===== src/rtl/mem_arbiter_pkg.sv =====
// mem_arbiter_pkg: shared types and constants for the two-port memory arbiter
package mem_arbiter_pkg;

    typedef enum logic [1:0] {
        IDLE    = 2'd0,
        ISSUE   = 2'd1,
        CAPTURE = 2'd2,
        RESP    = 2'd3
    } arb_state_t;

    typedef enum logic {
        PORT_D  = 1'b0,
        PORT_IF = 1'b1
    } arb_port_t;

    localparam int ARB_RSP_LATENCY = 3;

endpackage


===== src/rtl/mem_arbiter_rr_arb2.sv =====
// rr_arb2: combinational two-requester round-robin pick, one-hot grant
module rr_arb2
    import mem_arbiter_pkg::*;
(
    input  logic [1:0] req,
    input  logic       last_grant,
    input  logic       en,
    output logic [1:0] gnt
);

    // On a tie the requester that did not win last time is granted
    always_comb begin
        gnt[PORT_D]  = en && req[PORT_D]  && (!req[PORT_IF] || last_grant == PORT_IF);
        gnt[PORT_IF] = en && req[PORT_IF] && (!req[PORT_D]  || last_grant == PORT_D);
    end

endmodule


===== src/rtl/mem_arbiter.sv =====
// mem_arbiter: shares one registered-read memory between a fetch port and a data port.
// Optional address range/alignment check enabled by defining MEM_ARB_RANGE_CHECK_EN.
module mem_arbiter
    import mem_arbiter_pkg::*;
#(
    parameter int WIDTH    = 32,
    parameter int MEM_SIZE = 4096
) (
    input  logic             clk,
    input  logic             rst_n,
    input  logic             if_req_valid,
    output logic             if_req_ready,
    input  logic [WIDTH-1:0] if_addr,
    output logic             if_rsp_valid,
    input  logic             if_rsp_ready,
    output logic [WIDTH-1:0] if_rsp_data,
    input  logic             d_req_valid,
    output logic             d_req_ready,
    input  logic             d_we,
    input  logic [WIDTH-1:0] d_addr,
    input  logic [WIDTH-1:0] d_wdata,
    output logic             d_rsp_valid,
    input  logic             d_rsp_ready,
    output logic [WIDTH-1:0] d_rsp_data,
    output logic             rsp_err,
    output logic             mem_ren,
    output logic             mem_wen,
    output logic [WIDTH-1:0] mem_addr,
    output logic [WIDTH-1:0] mem_wdata,
    input  logic [WIDTH-1:0] mem_rdata
);

    arb_state_t       state_q, state_d;
    arb_port_t        port_q;
    logic [WIDTH-1:0] addr_q, wdata_q, rdata_q;
    logic             we_q, err_q, ren_q, wen_q;
    logic [1:0]       gnt;
    logic             accept, req_we, req_err, rsp_ready_act;
    logic [WIDTH-1:0] req_addr, req_wdata;

    rr_arb2 u_rr (
        .req        ({if_req_valid, d_req_valid}),
        .last_grant (port_q),
        .en         (state_q == IDLE),
        .gnt        (gnt)
    );

    assign if_req_ready  = gnt[PORT_IF];
    assign d_req_ready   = gnt[PORT_D];
    assign accept        = |gnt;
    assign req_addr      = gnt[PORT_IF] ? if_addr : d_addr;
    assign req_we        = gnt[PORT_D] && d_we;
    assign req_wdata     = gnt[PORT_IF] ? '0 : d_wdata;
    assign rsp_ready_act = (port_q == PORT_IF) ? if_rsp_ready : d_rsp_ready;

`ifdef MEM_ARB_RANGE_CHECK_EN
    // A word that would overrun the memory or is misaligned is answered with an error, never issued
    assign req_err = (req_addr > WIDTH'(MEM_SIZE - WIDTH/8)) || (req_addr[1:0] != 2'b00);
`else
    assign req_err = 1'b0;
`endif

    assign mem_ren      = ren_q;
    assign mem_wen      = wen_q;
    assign mem_addr     = addr_q;
    assign mem_wdata    = wdata_q;
    assign if_rsp_valid = (state_q == RESP) && (port_q == PORT_IF);
    assign d_rsp_valid  = (state_q == RESP) && (port_q == PORT_D);
    assign if_rsp_data  = rdata_q;
    assign d_rsp_data   = rdata_q;
    assign rsp_err      = err_q;

    // Next-state: one transaction walks IDLE -> ISSUE -> CAPTURE -> RESP and waits for consumption
    always_comb begin
        state_d = state_q;
        case (state_q)
            IDLE:    state_d = accept ? ISSUE : IDLE;
            ISSUE:   state_d = CAPTURE;
            CAPTURE: state_d = RESP;
            RESP:    state_d = rsp_ready_act ? IDLE : RESP;
            default: state_d = IDLE;
        endcase
    end

    // Request latch, registered strobes (high only during ISSUE) and response capture
    always_ff @(posedge clk or negedge rst_n) begin
        if (!rst_n) begin
            state_q <= IDLE;
            port_q  <= PORT_IF;
            addr_q  <= '0;
            wdata_q <= '0;
            rdata_q <= '0;
            we_q    <= 1'b0;
            err_q   <= 1'b0;
            ren_q   <= 1'b0;
            wen_q   <= 1'b0;
        end else begin
            state_q <= state_d;
            ren_q   <= accept && !req_we && !req_err;
            wen_q   <= accept && req_we && !req_err;
            if (accept) begin
                addr_q  <= req_addr;
                wdata_q <= req_wdata;
                we_q    <= req_we;
                err_q   <= req_err;
                port_q  <= gnt[PORT_IF] ? PORT_IF : PORT_D;
            end
            if (state_q == CAPTURE) rdata_q <= (we_q || err_q) ? '0 : mem_rdata;
        end
    end

endmodule


===== config.mk =====
export PLATFORM = sky130hd
export DESIGN_NAME = mem_arbiter
export DESIGN_NICKNAME = d
export VERILOG_FILES = /design/src/rtl/mem_arbiter_pkg.sv /design/src/rtl/mem_arbiter_rr_arb2.sv /design/src/rtl/mem_arbiter.sv
export SDC_FILE = /design/constraint.sdc
export NUM_CORES = 1
export LEC_CHECK = 0
export ABC_AREA = 1
export CAP_MARGIN = 20
export CORE_AREA = 10 10 125 127
export DETAILED_ROUTE_END_ITERATION = 12
export DIE_AREA = 0 0 135 137
export PLACE_DENSITY = 0.77
export SLEW_MARGIN = 10
export SYNTH_ARGS = -nofsm -noshare
export SYNTH_HDL_FRONTEND = slang
export SYNTH_HIERARCHICAL = 1
export SYNTH_SLANG_ARGS = --single-unit

===== constraint.sdc =====
create_clock -name clk -period 1.5 [get_ports clk]
set_input_delay 0.15 -clock clk [delete_from_list [all_inputs] [get_ports clk]]
set_output_delay 0.15 -clock clk [all_outputs]
set_load 0.05 [all_outputs]

After elaboration in Yosys (flattened, before gate mapping)

Index checks and enable logic that the tools add are counted.

Register bits: 102
Output and inout bits: 135

Equality and inequality tests: 3
Multiplexer cells: 8
Bitwise logic cells: 1
Reductions and logical operators: 16

Operator list:

| cell                                                                   | number |
|---|---|
| 32-bit 2-to-1 mux                                                      | 3 |
| 1-bit logical AND                                                      | 9 |
| 2-bit one-hot mux with 4 select lines                                  | 1 |
| 2-bit equality test (second input constant)                            | 2 |
| 1-bit zero test                                                        | 3 |
| 1-bit 2-to-1 mux                                                       | 3 |
| 2-bit by 1-bit equality test with 1-bit output (second input constant) | 1 |
| 2-bit zero test                                                        | 1 |
| 1-bit logical OR                                                       | 2 |
| 2-bit 2-to-1 mux                                                       | 1 |
| 2-bit OR reduction                                                     | 1 |
| 1-bit inverter                                                         | 1 |

Logic depth before layout (Yosys ltp)

Depth in word-level cells: 6
Mapped depth: 9
Mapped depth without buffers: 7

By module

Netlist, hierarchy kept.

Modules (own cells, without submodules):

| module      | times used | cells an instance | area each (sq um) | seq. area each (sq um) |
|---|---|---|---|---|
| mem_arbiter | 1          | 509               | 4361.7            | 2553.7 |
| rr_arb2     | 1          | 5                 | 21.3              | 0.0 |

Worst setup path before layout

Ideal clock, no wire load.

Path type: register to register
From: register state_q[1]
To: register wdata_q[23], in the netlist mem_wdata[23]
Data arrival time: 2237 ps
Data required time: 1382 ps
Path slack: -855 ps
Cell stages (with the launch flop): 10
Path buffers: 3
Clock period less this slack: 2355 ps
Path through: dfrtp_1 -> nor2_1 -> nand2_1 -> a21oi_1 -> buf_4 -> nor2_4 -> buf_4 -> buf_4 -> nand2_1 -> nand2_1

Cells in the longest elaborated chain, start to end: 4

RTL lines:

| what                                                    | RTL line                             | RTL |
|---|---|---|
| from (decl)                                             | mem_arbiter.sv:33                    | `arb_state_t state_q, state_d;` |
| from (signal assigned)                                  | mem_arbiter.sv:98                    | `state_q <= state_d;` |
| 2-bit zero test (*)                                     | mem_arbiter.sv:44                    | `.en (state_q == IDLE),` |
| 1-bit logical AND (*) (2 in a row)                      | mem_arbiter_rr_arb2.sv:14            | `gnt[PORT_IF] = en && req[PORT_IF] && (!req[PORT_D] \|\| last_grant == PORT_D);` |
| net if_req_ready                                        | mem_arbiter.sv:12                    | `output logic if_req_ready,` |
| 32-bit 2-to-1 mux or 2-bit OR reduction (tied branches) | mem_arbiter.sv:53, mem_arbiter.sv:50 |  |
| to (signal assigned)                                    | mem_arbiter.sv:103                   | `wdata_q <= req_wdata;` |
| to (decl)                                               | mem_arbiter.sv:35                    | `logic [WIDTH-1:0] addr_q, wdata_q, rdata_q;` |

The timed path passes the listed nets; every way through them passes the cells marked *.
A chain may end at the register's enable or synchronous reset.

Worst setup path in the final report

From: register state_q[1]
To: output port if_req_ready

Cells in the longest elaborated chain, start to end: 3

RTL lines:

| what                           | RTL line |
|---|---|
| 2-bit zero test                | mem_arbiter.sv:44 |
| 1-bit logical AND (2 in a row) | mem_arbiter_rr_arb2.sv:14 |
| to (decl)                      | mem_arbiter.sv:12 |

No other way between the ends.

==> metrics.txt <==
CTS tree built; Least-Margin Pin Slew 0.5473 ns; initial antenna violation count 0; root buf cell clkbuf_16; skew final 0.006024 ns; Die Y 137 µm; Leak 0.003743 µW; Top FF cell, synth dfrtp_1; Tot Pwr 19510 µW; crit path max fanout 3; number of port buffers 268; first-pass GRT wire length 22.87 mm; Clk pwr share 12.1%; all-layer global routing usage 15.74%; CTS Buf Count 9; final hold vios 0; kind of end point of the critical path output port; die area 0.01850 mm²; post-synthesis cell type count 16; drt drc 0; Worst Setup EP if_req_ready; switching part of the total 53.37%; WL/cell 16.63 µm; commonest cells after routing, fill and taps aside nand2_1 (265), buf_4 (140), clkdlybuf4s50_1 (133); Yosys reg bits 102; CP Data Arrival Time 1.43 ns; R2R cell count 10; hpwl dp 11.73 mm; routed via count 4178; Clock transition at path regs 0.07 ns; Post-Place Cells 915; Area growth, synth to finish 69.45%; Post-Syn Instances 514; num ports 270; Final nets 898; Max Slew Vio Count 0; fmax 0.6334 GHz; Core Util, Final 56.76%; startpoint types flip-flop; worst reg2reg startpoint state_q[1]; sequential share of power 25.2%; Most common cell on crit path buf_12; min-delay worst type primary input to flip-flop; post-synthesis sequential area ratio 58.26%; switching power 10410 µW; non-filler cells, final 944; Slowest cell on crit path dfrtp_1; Critical Path Source state_q[1]; Cell Pwr Density 2627 mW/mm²; main combinational cell family by area after synthesis simple AND/OR/NAND/NOR gates; 1st-iter DRT viols 171; Routed Antenna Nets 0; Multi-input gate area 0.001466 mm²; Syn Area/Cell 8.527 µm²; commonest non-fill, non-tap cell in the layout nand2_1; Required @ worst endpoint 1.35 ns; syn nets 649; initial core utilization 33.50%; maxcap violations 0; drt pass-1 iters 4; Cell Rows 42; CP Cell Sequence nor2_4, nand2_2, a21oi_4, buf_12, buf_12; Crit Path Class flip-flop to output port; outcome complete, but fails checks; Post-synth EDFFs 0; Die Span X 135 µm; Post-Syn Area 0.004383 mm²; # clock sinks 102; Setup violations, final 66; RSZ-0062 raised after global routing true; Remaining Overflow, GRT 0; adder-cell share of the synthesized area 0%; FF+latch area 0.002554 mm²; Combinational Power Share 62.7%; Synth Area in XOR/XNOR 0%; layout cells sized above 1 25.39%; RePlAce Congestion 0.8010; n_diodes 0; crit-path max cell delay 0.40 ns; Peak VDD IR 0.001303 V; Core Box Area 0.01309 mm²; DRT Wirelength 15.70 mm; post-synthesis simple-gate area fraction 27.72%; largest net degree at the start of global routing 65; Yosys warning total 6; post-synthesis compound-gate area fraction 4.168%; Int Power 9096 µW; Final WS setup -0.07876 ns; mux cell area share after synthesis 0%; period utilization 105.3%; R2R setup slack -0.07 ns; clock latency on the worst-skew pair 0.34 ns; Filler Cell Count 1170; H-tree depth 3; pre-CTS setup slack -0.1415 ns; asr flop ratio synth 100.0%; vias per cell 4.426; Slew HR 63.51%; failing checks negative setup slack; RR Endpoint mem_addr[24]; vias in the first global route 4206; Period minus WS final 1.579 ns; clk buf depth 2
## through the flow
| step | setup TNS, ns | hold slack (ns) | cell area (µm²) |
|---|---|---|---|
| floorplan | -12.17 | -0.1456 | 4438 |
| global placement | -5.344 | 0.1687 | 6858 |
| detailed placement | -7.415 | 0.1682 | 6858 |
| CTS | -3.258 | 0.3197 | 7263 |
| global route | -7.783 | 0.3246 | 7427 |
| finish | -2.862 | 0.3363 | 7427 |
## flip-flops by register name, indices dropped and copies added (netlist names)
signal and cells:
d_rsp_data 32, mem_addr 32, mem_wdata 32, state_q 2, mem_ren 1, mem_wen 1, port_q 1, we_q 1
## cell families (layout without fill, tap and decap cells)
logic type	Yosys count	count (layout)
and+or+nand+nor	308	308
DFF	102	102
other	1	1
buffers and inverters	67	321
AOI/OAI and AO/OA	36	36
## area by class of cell
class                           instances  share of cell area [%]
Timing Repair Buffer                  297                   38.38
Clock inverter                          5                  0.7918
Inverter                                8                  0.4717
Sequential cell                       102                   34.38
Tap cell                              176                   2.965
Multi-Input combinational cell        345                   19.74
Clock buffer                           11                   3.268
## power groups by stage
stage	registers, µW	clock network [µW]	logic (µW)
floorplan	9140	0	4090
global placement	4880	0	12000
detailed placement	4920	0	12100
CTS	4900	2440	12200
global route	5080	2540	12900
finish	4910	2370	12200
## critical path, delay by kind of cell (launching register included)
kind,cells,cell delay [ns]
simple gates,2,0.24
compound gates,1,0.18
buf+inv,2,0.25
flops,1,0.40
## synth_stat cells, types with 2 or more instances
cell | instances | area share [%]
o21ai_0 | 32 | 3.7
nor2_1 | 4 | 0.34
a21oi_1 | 3 | 0.34
nand3_1 | 33 | 3.8
nand2_1 | 268 | 23
dfrtp_1 | 101 | 58
inv_1 | 7 | 0.60
buf_4 | 44 | 7.5
clkbuf_1 | 6 | 0.51
nor2_4 | 2 | 0.51
buf_2 | 9 | 1.0
## how the worst min path moves through the flow
stage | startpoint | endpoint | slack, ns | cells past startpoint
floorplan | rst_n | d_rsp_data[0] | -0.15 | 0
global placement | rst_n | d_rsp_data[26] | 0.17 | 2
CTS | d_wdata[25] | mem_wdata[25] | 0.32 | 3
finish | d_wdata[25] | mem_wdata[25] | 0.34 | 3
global route | d_wdata[25] | mem_wdata[25] | 0.32 | 3
detailed placement | rst_n | d_rsp_data[26] | 0.17 | 2
## routing by layer
metal / GRT usage [%] / up-vias / routed length (µm)
met5: 0 / - / 0
met4: 5.861 / 0 / 239
met3: 7.735 / 14 / 1846
met2: 26.04 / 198 / 7450
met1: 17.15 / 1907 / 6159
li1: - / 2059 / -
## what timing repair did
item,in CTS,in global routing
hold endpoints to repair,101,0
cloned,1,4
buffers inserted,5,2
pin swaps,4,2
hold buffers,1,0
endpoints found under the setup margin,6,69
gates resized for setup,8,10
(Power assumes the default switching activity.)
